### config.mk
export PLATFORM = sky130hd
export DESIGN_NAME = lsu_ctrl
export DESIGN_NICKNAME = d
export VERILOG_FILES = /design/src/rtl/lsu_ctrl.sv
export SDC_FILE = /design/constraint.sdc
export NUM_CORES = 1
export LEC_CHECK = 0
export ABC_AREA = 1
export BUFFER_PORTS_ARGS = -buffer_cell sky130_fd_sc_hd__buf_2
export CAP_MARGIN = 0
export CORE_MARGIN = 10
export CORE_UTILIZATION = 48
export CTS_CLUSTER_DIAMETER = 150
export DETAILED_ROUTE_END_ITERATION = 10
export GPL_ROUTABILITY_DRIVEN = 0
export GPL_TIMING_DRIVEN = 0
export HOLD_SLACK_MARGIN = 0.06
export PLACE_DENSITY = 0.81
export SYNTH_ARGS = -nofsm -noshare
export SYNTH_HDL_FRONTEND = slang
export SYNTH_SLANG_ARGS = --single-unit
### constraint.sdc
create_clock -name clk -period 3.8 [get_ports clk]
set_input_delay 0 -clock clk [delete_from_list [all_inputs] [get_ports clk]]
set_output_delay 0 -clock clk [all_outputs]
set_load 0.01 [all_outputs]
### src/rtl/lsu_ctrl.sv
// Load/store unit controller: accepts one EX/MEM access at a time, runs the
// data-memory request/response handshake and freezes the pipeline until it completes.
module lsu_ctrl (
    input  logic        clk,
    input  logic        reset,
    input  logic [6:0]  EXMEM_opcode_out,
    input  logic [2:0]  EXMEM_funct3_out,
    input  logic [31:0] EXMEM_data_addr_out,
    input  logic [31:0] EXMEM_store_data,
    output logic        mem_req,
    output logic        mem_we,
    output logic [3:0]  mem_be,
    output logic [31:0] mem_addr,
    output logic [31:0] mem_wdata,
    input  logic        mem_ready,
    input  logic        mem_rvalid,
    input  logic [31:0] mem_rdata,
    output logic        stall,
    output logic [31:0] data_read,
    output logic        load_done,
    output logic        access_err,
    output logic        bus_err
);

    localparam logic [6:0] OP_LOAD  = 7'b0000011;
    localparam logic [6:0] OP_STORE = 7'b0100011;
    // Last WAIT count before giving up: the counter reaches 255 after 255 empty WAIT cycles.
    localparam logic [7:0] WAIT_LAST = 8'd254;

    typedef enum logic [1:0] {IDLE, REQ, WAIT, DONE} state_t;

    state_t      state, state_next;
    logic        is_load, is_store, funct3_ok, misaligned, legal, illegal;
    logic        load_q;
    logic [7:0]  wait_cnt;
    logic [3:0]  be_next;
    logic [31:0] wdata_next;

    // Access decode; every variable gets a default first.
    // NOTE: assigning every combinational output before any branch prevents latch inference.
    always_comb begin
        is_load    = (EXMEM_opcode_out == OP_LOAD);
        is_store   = (EXMEM_opcode_out == OP_STORE);
        funct3_ok  = 1'b0;
        misaligned = 1'b0;
        be_next    = 4'b1111;
        wdata_next = '0;
        if (is_load)
            funct3_ok = EXMEM_funct3_out inside {3'b000, 3'b001, 3'b010, 3'b100, 3'b101};
        else if (is_store)
            funct3_ok = EXMEM_funct3_out inside {3'b000, 3'b001, 3'b010};
        case (EXMEM_funct3_out[1:0])
            2'b01:   misaligned = EXMEM_data_addr_out[0];
            2'b10:   misaligned = (EXMEM_data_addr_out[1:0] != 2'b00);
            default: misaligned = 1'b0;
        endcase
        if (is_store) begin
            case (EXMEM_funct3_out[1:0])
                2'b00: begin
                    be_next    = 4'b0001 << EXMEM_data_addr_out[1:0];
                    wdata_next = {4{EXMEM_store_data[7:0]}};
                end
                2'b01: begin
                    be_next    = 4'b0011 << EXMEM_data_addr_out[1:0];
                    wdata_next = {2{EXMEM_store_data[15:0]}};
                end
                default: begin
                    be_next    = 4'b1111;
                    wdata_next = EXMEM_store_data;
                end
            endcase
        end
        legal   = funct3_ok && !misaligned;
        illegal = (is_load || is_store) && !legal;
    end

    always_comb begin
        state_next = state;
        stall      = 1'b0;
        case (state)
            IDLE: if (legal) begin
                stall      = 1'b1;
                state_next = REQ;
            end
            REQ: begin
                stall = 1'b1;
                if (mem_ready) state_next = load_q ? WAIT : DONE;
            end
            WAIT: begin
                stall = 1'b1;
                if (mem_rvalid || wait_cnt == WAIT_LAST) state_next = DONE;
            end
            default: state_next = IDLE;
        endcase
        if (reset) stall = 1'b0;
    end

    // NOTE: sequential state uses non-blocking assignments only, so every flop sees pre-edge values.
    always_ff @(posedge clk) begin
        if (reset) begin
            state      <= IDLE;
            mem_req    <= 1'b0;
            mem_we     <= 1'b0;
            mem_be     <= '0;
            mem_addr   <= '0;
            mem_wdata  <= '0;
            data_read  <= '0;
            load_done  <= 1'b0;
            access_err <= 1'b0;
            bus_err    <= 1'b0;
            wait_cnt   <= '0;
            load_q     <= 1'b0;
        end else begin
            state      <= state_next;
            access_err <= (state == IDLE) && illegal;
            load_done  <= 1'b0;
            bus_err    <= 1'b0;
            case (state)
                IDLE: if (legal) begin
                    mem_req   <= 1'b1;
                    mem_we    <= is_store;
                    mem_be    <= be_next;
                    mem_addr  <= {EXMEM_data_addr_out[31:2], 2'b00};
                    mem_wdata <= wdata_next;
                    load_q    <= is_load;
                end
                REQ: if (mem_ready) begin
                    mem_req  <= 1'b0;
                    wait_cnt <= '0;
                end
                WAIT: begin
                    if (mem_rvalid) begin
                        data_read <= mem_rdata;
                        load_done <= 1'b1;
                    end else begin
                        wait_cnt <= wait_cnt + 8'd1;
                        if (wait_cnt == WAIT_LAST) begin
                            data_read <= '0;
                            bus_err   <= 1'b1;
                            load_done <= 1'b1;
                        end
                    end
                end
                default: ;
            endcase
        end
    end

endmodule

-- Word level (Yosys, flattened, before mapping)
Index checks and enable logic that the tools add are counted.
- bitwise gates (word level): 1
- reduce and logical (&&, ||, !) cells: 24
- multipliers: 0
- shift operators: 2
- equality and inequality tests: 15
- add/sub/neg operators: 1
- div/mod/pow operators: 0
- order comparisons: 0
- mux-type cells: 25
- operator list (cell ; number):
    32-bit 2-to-1 mux ; 3
    32-bit case mux with 2 select lines ; 1
    8-bit 2-to-1 mux ; 2
    8-bit case mux with 2 select lines ; 1
    1-bit 2-to-1 mux ; 9
    3-bit AND reduction ; 3
    8-bit by 1-bit adder with 8-bit output, second input constant ; 1
    8-bit == test, second input constant ; 1
    2-bit inequality test, second input constant ; 4
    4-bit case mux with 2 select lines ; 1
    2-bit nonzero test ; 4
    7-bit by 2-bit == test with 1-bit output, second input constant ; 1
    7-bit by 6-bit == test with 1-bit output, second input constant ; 1
    3-bit == test, second input constant ; 2
    2-bit 2-to-1 mux ; 3
    1-bit case mux with 2 select lines ; 3
    2-bit case mux with 3 select lines ; 1
    5-bit nonzero test ; 1
    2-bit by 1-bit == test with 1-bit output, second input constant ; 2
    2-bit == test, second input constant ; 2
    2-bit zero test ; 2
    4-bit 2-to-1 mux ; 1
    2-bit AND reduction ; 2
    2-bit OR reduction ; 2
    other kinds (11) ; 15
- logic and storage cells: 80
- latch bits: 0
- input port bits: 110
- output and inout bits: 106
- bits in read-only memories: 0
- register bits after elaboration: 114
- memories: 0
- bits in writable memories: 0

-- Longest topological paths before layout
Gate-level depths: netlist of the first run.
- word-level depth: 8
- gate-level depth with buffers: 13
- depth with buffers taken out: 13

-- Worst setup path before layout of the first run
No wires, ideal clock.
- kind: flip-flop to flip-flop
- start point: reg state[0]
- end point: reg wait_cnt[7]
- buffers on the path: 0
- arrival: 1.490 ns
- period minus slack after synthesis: 1.615 ns
- library setup time: 0.124 ns
- cell stages (with the launch flop): 13
- data required time: 3.676 ns
- setup slack: 2.185 ns
- path through: dfxtp_1 inv_1 ha_1 nand2_1 inv_2 nor2_1 nand2_1 nor2_2 nand2_1 nor2_1 nand2_1 xor2_1 nor2_1
- cells in the longest elaborated chain, start to end: 3
- elaborated cells between the ends (all ways): 7
- those cells by class: eq/ne (4); mux (1); reduce/logical (2)
- ends and longest elaborated chain (item ; line ; RTL):
    start: declaration ; 32 ; state_t state, state_next;
    start signal: assignment ; 114 ; state <= state_next;
    2-bit == test or 2-bit by 1-bit == test with 1-bit output (tied branches) ; 118 ; case (state)
    2-bit inequality test (no line) or 2-bit nonzero test (tied branches) ; - ;
    3-bit AND reduction (no line) ; - ;
    end signal: assignment ; 136 ; wait_cnt <= wait_cnt + 8'd1;
    end: declaration ; 35 ; logic [7:0] wait_cnt;
Parallel ways exist; a longest one is shown, timed or not.
A chain may end at the register's enable or synchronous reset.

-- Final worst setup path of the first run
- start point: in EXMEM_opcode_out[3]
- end point: reg access_err
- cells in the longest elaborated chain, start to end: 7
- elaborated cells between the ends (all ways): 9
- those cells by class: eq/ne (2); mux (2); reduce/logical (5)
- ends and longest elaborated chain (item ; line ; RTL):
    start: declaration ; 6 ; input logic [6:0] EXMEM_opcode_out,
    7-bit by 6-bit == test with 1-bit output ; 43 ; is_store = (EXMEM_opcode_out == OP_STORE);
    1-bit 2-to-1 mux ; 50 ; else if (is_store)
    1-bit 2-to-1 mux ; 48 ; if (is_load)
    1-bit logical AND ; 73 ; legal = funct3_ok && !misaligned;
    1-bit zero test ; 74 ; illegal = (is_load || is_store) && !legal;
    1-bit logical AND (*) ; 74 ;
    1-bit logical AND (*) ; 115 ; access_err <= (state == IDLE) && illegal;
    end signal: assignment ; 115 ;
    end: declaration ; 21 ; output logic access_err,
Mark *: on every way between the ends. The rest lies on a longest branch, timed or not.

==> results of run 1 <==
[cells by family after synthesis]
| group | count (synthesis) | share of synthesized area (%) |
|---|---|---|
| other | 1 | 0.07850 |
| XOR/XNOR | 2 | 0.3668 |
| buffers and inverters | 70 | 7.203 |
| AND/OR/NAND/NOR | 329 | 27.87 |
| adder cells (fa/ha/maj) | 9 | 2.357 |
| flip-flops | 114 | 47.77 |
| AO/OA/AOI/OAI | 135 | 14.35 |
[path summary, 6_finish.rpt]
kind,from,to,slack (ns),cells after the start
worst max register to register,wait_cnt[0],data_read[30],1.87,10
worst min register to register,mem_be[2],mem_be[2],0.46,2
worst max-delay path,EXMEM_opcode_out[3],access_err,0.95,11
worst min-delay path,EXMEM_opcode_out[5],mem_req,0.19,9
[through the flow]
stage	power [W]	hold WS [ns]	utilization (%)
after detailed placement	0.001844	0.2104	61.75
after global placement	0.001838	0.2058	61.75
final	0.003463	0.1872	78.99
after CTS	0.003443	0.1608	78.91
after global routing	0.003599	0.2600	78.96
after floorplan	0.001642	0.07859	-
[state kept, by name (all words and copies together) (netlist names), 2 cells and up]
name       count
data_read     32
mem_wdata     32
mem_addr      30
wait_cnt       8
mem_be         4
state          2
[power groups by stage]
stage / Clock [W] / Combinational, W / Sequential [W]
floorplan: 0 / 0.000327 / 0.00131
global placement: 0 / 0.000540 / 0.00130
detailed placement: 0 / 0.000544 / 0.00130
CTS: 0.00153 / 0.000637 / 0.00128
global route: 0.00159 / 0.000728 / 0.00128
finish: 0.00152 / 0.000659 / 0.00128
[worst min-delay path: cells and delay by family]
family                 cells  cell delay, ns
and+or+nand+nor            7            0.45
buffers and inverters      1            0.10
AOI/OAI and AO/OA          1            0.10
[cells in the mapped netlist]
| cell type | number |
|---|---|
| xor2_1 | 1 |
| nor2_2 | 2 |
| xnor2_1 | 1 |
| inv_1 | 24 |
| dfxtp_1 | 114 |
| inv_4 | 1 |
| clkbuf_1 | 22 |
| buf_6 | 7 |
| conb_1 | 1 |
| o21ai_1 | 1 |
| nand3_1 | 14 |
| buf_4 | 5 |
| inv_2 | 3 |
| a21oi_1 | 123 |
| buf_2 | 6 |
| o211ai_1 | 1 |
| nand2_1 | 245 |
| nor3_1 | 20 |
| nand4_1 | 1 |
| clkinv_1 | 1 |
| o21a_1 | 2 |
| nor2_1 | 38 |
| buf_1 | 1 |
| nor3b_1 | 2 |
| o21ai_0 | 7 |
| nor2_4 | 2 |
| o31ai_1 | 1 |
| or2_2 | 2 |
| ha_1 | 9 |
| nand3_2 | 3 |
[layout make-up]
class / instances / area [sq um] / area share, %
sequential: 114 / 2282 / 29.70
clock inverter: 13 / 136.4 / 1.775
buffer: 41 / 232.7 / 3.028
clock buffer: 19 / 431.7 / 5.617
timing repair buffer: 322 / 2162 / 28.13
tap: 133 / 166.4 / 2.165
antenna: 3 / 7.507 / 0.09769
multi-input combinational: 477 / 2155 / 28.04
inverter: 29 / 111.4 / 1.449
[routing by layer]
layer	track usage, %	vias up	share of wire [%]
met5	0	-	0
met4	15.69	0	5.4
met3	9.470	93	11
met2	45.08	392	48
met1	28.71	2715	36
li1	-	2809	-
==> run metrics, run 1 <==
Yosys warnings 0; Placed Instances around 1.0k; Flop pwr share about 37%; GRT Resource Usage Total between 20% and 30%; Yosys reg bits about 110; CP delay by family, top buffers and inverters; vias post-DR between 6k and 7k; critical-path cell list dlygate4sd3_1 -> buf_2 -> inv_1 -> nand2_1 -> dlygate4sd3_1 -> nor2_4 -> dlygate4sd3_1 -> nand3_1 -> dlygate4sd3_1 -> nor2_1 -> dlygate4sd3_1; cts hold-fix bufs 110; Clock transition at path regs around 0.060 ns; final setup vio count 0; Syn Std Cell Area approximately 4800 sq um; CP arrival 3.31 ns; vias per std cell 5.221; GRT overflow 0; final clock period utilization by the worst path between 70% and 80%; Max-slew headroom 55.03%; drt wl/cell between 15 and 20 um; Slew Viols, Final 0; Layout Nets 1,121; I/O pin total between 200 and 250; WL final approximately 20 mm; pin count of the biggest net entering global routing 17; 1st-pass router iterations 5; Net Sw Frac between 20% and 30%; fraction of layout cells with a size suffix above 1 27.00%; num rows 36; Clk pwr share 44.0%; max-cap viol count 0; Die Span Y around 120 um; number of global-route vias before repair roughly 6k; PwrDens 450.6 nW/um^2; DRC viols 0; fin cells 1,151; total CTS buffers 17; setup TNS 0 ns; initial antenna violation count 2; Post-CTS Resized 0; crit path kind in -> reg; critical path launch point type primary input; max incr delay on CP about 0.59 ns; Initial Utilization about half; final instance area ~7700 sq um; clk buf depth 2; Fillers 658; first-pass GRT wire length 31.37 mm; Iteration-0 DRC Markers about 740; core area about 9700 sq um; Final Skew between 0.01 and 0.015 ns; clock sink count ~110; area of placed instances around 6000 sq um; Yosys top cell area share a little under half; Crit-path slowest cell dlygate4sd3_1; Final min period approximately 2.9 ns; VDD IR max slightly below 300 uV; Hold Path Class in -> reg; endpoints failing hold 0; dominant cell type by area after synthesis dfxtp_1; Tightest Pin Transition 0.6746 ns; switching power about 0.0010 W; register area share after synthesis 47.77%; fmax roughly 0.35 GHz; full die area roughly 14,000 sq um; CTS tree yes; Buf+Inv Stages, Crit Path 7; commonest non-fill, non-tap cell in the layout nand2_1; CTS Root Cell clkbuf_8; post-route ant nets 0; unrepaired setup endpoints after global routing false; highest-count cells in the layout ignoring fill and taps 245 x nand2_1, 218 x buf_2, 123 x a21oi_1, 114 x dfxtp_1, 110 x dlygate4sd3_1; PortBufs between 200 and 250; PnR worst setup slack between 0.9 and 1 ns; Area growth syn-to-layout 60.87%; synthesized instance count 660; die width around 120 um; post-CTS setup buffers 0; CTS H-tree lvls 4; Leak Pwr roughly 3.5 nW; status finished, final reports clean; Place WS about 1.9 ns; dpl hpwl about 12 mm; Critical Path RT 4.26 ns; Critical Path Most Common Cell dlygate4sd3_1; crit end category register; Distinct cells, synth 30; clock latency on the worst-skew pair around 0.52 ns; Int Pwr approximately 0.0025 W; crit path max fanout 4; share of power burned in combinational logic between 10% and 20%; largest cells by area after synthesis dfxtp_1 48%, nand2_1 19%, a21oi_1 13%; post-synthesis area per instance 7.238 sq um
No activity file was read; power rests on OpenSTA's default activity.
==> inputs of run 2 (changes only) <==
--- a/config.mk
+++ b/config.mk
@@ -9,13 +9,13 @@
 export BUFFER_PORTS_ARGS = -buffer_cell sky130_fd_sc_hd__buf_2
 export CAP_MARGIN = 0
 export CORE_MARGIN = 10
-export CORE_UTILIZATION = 48
+export CORE_UTILIZATION = 47
 export CTS_CLUSTER_DIAMETER = 150
 export DETAILED_ROUTE_END_ITERATION = 10
 export GPL_ROUTABILITY_DRIVEN = 0
 export GPL_TIMING_DRIVEN = 0
 export HOLD_SLACK_MARGIN = 0.06
-export PLACE_DENSITY = 0.81
+export PLACE_DENSITY = 0.8
 export SYNTH_ARGS = -nofsm -noshare
 export SYNTH_HDL_FRONTEND = slang
 export SYNTH_SLANG_ARGS = --single-unit
==> constraint.sdc (replaced) <==
create_clock -name clk -period 2.71 [get_ports clk]
set_input_delay 0 -clock clk [delete_from_list [all_inputs] [get_ports clk]]
set_output_delay 0 -clock clk [all_outputs]
set_load 0.01 [all_outputs]
==> run 2 against run 1 <==
Critical path type is now in -> out. Power rose by 46%. Routed wire length decreased by 2.2%. Clock skew decreased by 0.0044 ns. Non-clock buffer count did not move. Clock power rose by 55%. Clock-buffer cell count shrank 2.
==> run metrics, run 2 (synthesized netlist as in run 1, its figures left out) <==
CTS H-tree lvls 4; Layout Nets 1,121; number of global-route vias before repair between 5k and 6k; Initial Utilization 48.65%; final setup vio count 0; critical path launch point type primary input; Fillers between 600 and 700; WL final a little under 20 mm; Crit-path slowest cell dlygate4sd3_1; crit end category primary output; met2 Track Usage GR between 40 and 50%; max-cap viol count 0; dpl hpwl roughly 12 mm; I/O pin total 216; routing usage on met1 between 20% and 30%; clock sink count ~110; clk buf depth 2; multi-input combinational cell area about 2200 sq um; crit path max fanout 10; grt peak-use layer met2; DRC viols 0; commonest non-fill, non-tap cell in the layout nand2_1; crit path kind in -> out; CTS tree yes; status finished, final reports clean; Area growth syn-to-layout 62.00%; core area around 9800 sq um; Critical Path RT 2.71 ns; vias post-DR between 5k and 6k; Post-Route Utilization roughly four fifths; pin count of the biggest net entering global routing 17; CTS Root Cell clkbuf_8; Final min period ~2.5 ns; fmax between 0.3 and 0.4 GHz; clock latency on the worst-skew pair between 0.5 and 0.6 ns; Post-CTS Resized 0; 1st-pass router iterations 7; Iteration-0 DRC Markers approximately 530; Slew Viols, Final 0; PortBufs 212; post-CTS setup buffers 0; largest registers data_read: 32 flops, mem_wdata: 32 flops, mem_addr: 30 flops; met3 Track Usage GR about a tenth; full die area 14,600 sq um; critical-path cell list dlygate4sd3_1 -> buf_2 -> inv_1 -> nand2_1 -> dlygate4sd3_1 -> nor2_4 -> nand3_1 -> nor2_2 -> nand3_2 -> inv_2 -> buf_6 -> o21ai_0 -> nor2_1 -> buf_2; Final Skew between 0.007 and 0.008 ns; Leak Pwr 3.513 nW; Tightest Pin Transition 0.7072 ns; highest-count cells in the layout ignoring fill and taps 245 x nand2_1, 218 x buf_2, 123 x a21oi_1, 114 x dfxtp_1, 110 x dlygate4sd3_1; drt wl/cell around 17 um; total CTS buffers 17; vias per std cell around 5; initial antenna violation count 3; Max-slew headroom between 50% and 60%; endpoints failing hold 0; post-route ant nets 0; register area 2282 sq um; fraction of layout cells with a size suffix above 1 a little over a quarter; first-pass GRT wire length roughly 30 mm; Clock transition at path regs 0.06 ns; CP arrival between 2 and 3 ns; die width between 100 and 150 um; setup TNS 0 ns; unrepaired setup endpoints after global routing false; Hold Path Class in -> reg; final clock period utilization by the worst path between 90% and 100%; GRT Resource Usage Total about 26%; Die Span Y around 120 um; max incr delay on CP between 0.5 and 0.6 ns; GRT overflow 0; VDD IR max 422.6 uV; cts hold-fix bufs 110; PwrDens roughly 650 nW/um^2; num rows 36
## run 2: area by class of cell
| type | instances | share of cell area (%) |
|---|---|---|
| buffer | 41 | 3.007 |
| timing repair buffer | 322 | 27.94 |
| tap | 133 | 2.150 |
| antenna | 4 | 0.1293 |
| inverter | 29 | 1.439 |
| sequential | 114 | 29.49 |
| clock inverter | 15 | 2.652 |
| clock buffer | 17 | 5.352 |
| multi-input combinational | 477 | 27.84 |
## run 2: metrics by stage
step           hold slack, ns  cells  total power [W]  instance area (sq um)  setup WS [ns]
4_1_cts                0.1254   1148         0.005040                   7729         0.2676
3_5_place_dp           0.2056   1006         0.002580                   6008         0.8306
3_3_place_gp           0.2020   1006         0.002568                   6008         0.8447
5_1_grt                0.2012   1151         0.005252                   7736        0.09221
6_report               0.1431   1152         0.005049                   7739         0.1656
2_1_floorplan         0.07859    661         0.002302                   4781          1.095
## run 2: worst paths after layout
kind	startpoint	end	slack [ns]	cells after the start
worst max-delay path	EXMEM_opcode_out[3]	stall	0.17	14
worst min-delay path	EXMEM_opcode_out[0]	access_err	0.14	8
worst max register to register	state[0]	wait_cnt[6]	0.82	13
worst min register to register	data_read[0]	data_read[0]	0.46	2
## run 2: power by group
group	switching (W)	internal [W]	leakage, nW
clock network	0.000843	0.00150	0.296
registers	0.0000428	0.00175	0.920
logic	0.000540	0.000372	2.30
total	0.00143	0.00362	3.51
## run 2: metal layers
| layer | share of wire [%] | vias to the layer above | wire (um) |
|---|---|---|---|
| met4 | 3.8 | 0 | 742 |
| li1 | - | 2808 | - |
| met3 | 10 | 56 | 1944 |
| met1 | 38 | 2600 | 7404 |
| met5 | 0 | - | 0 |
| met2 | 48 | 296 | 9437 |
## run 2: worst max-delay path, delay by kind of cell
kind,cells,cell delay (ns)
AOI/OAI and AO/OA,1,0.07
buffers and inverters,7,1.81
and+or+nand+nor,6,0.65
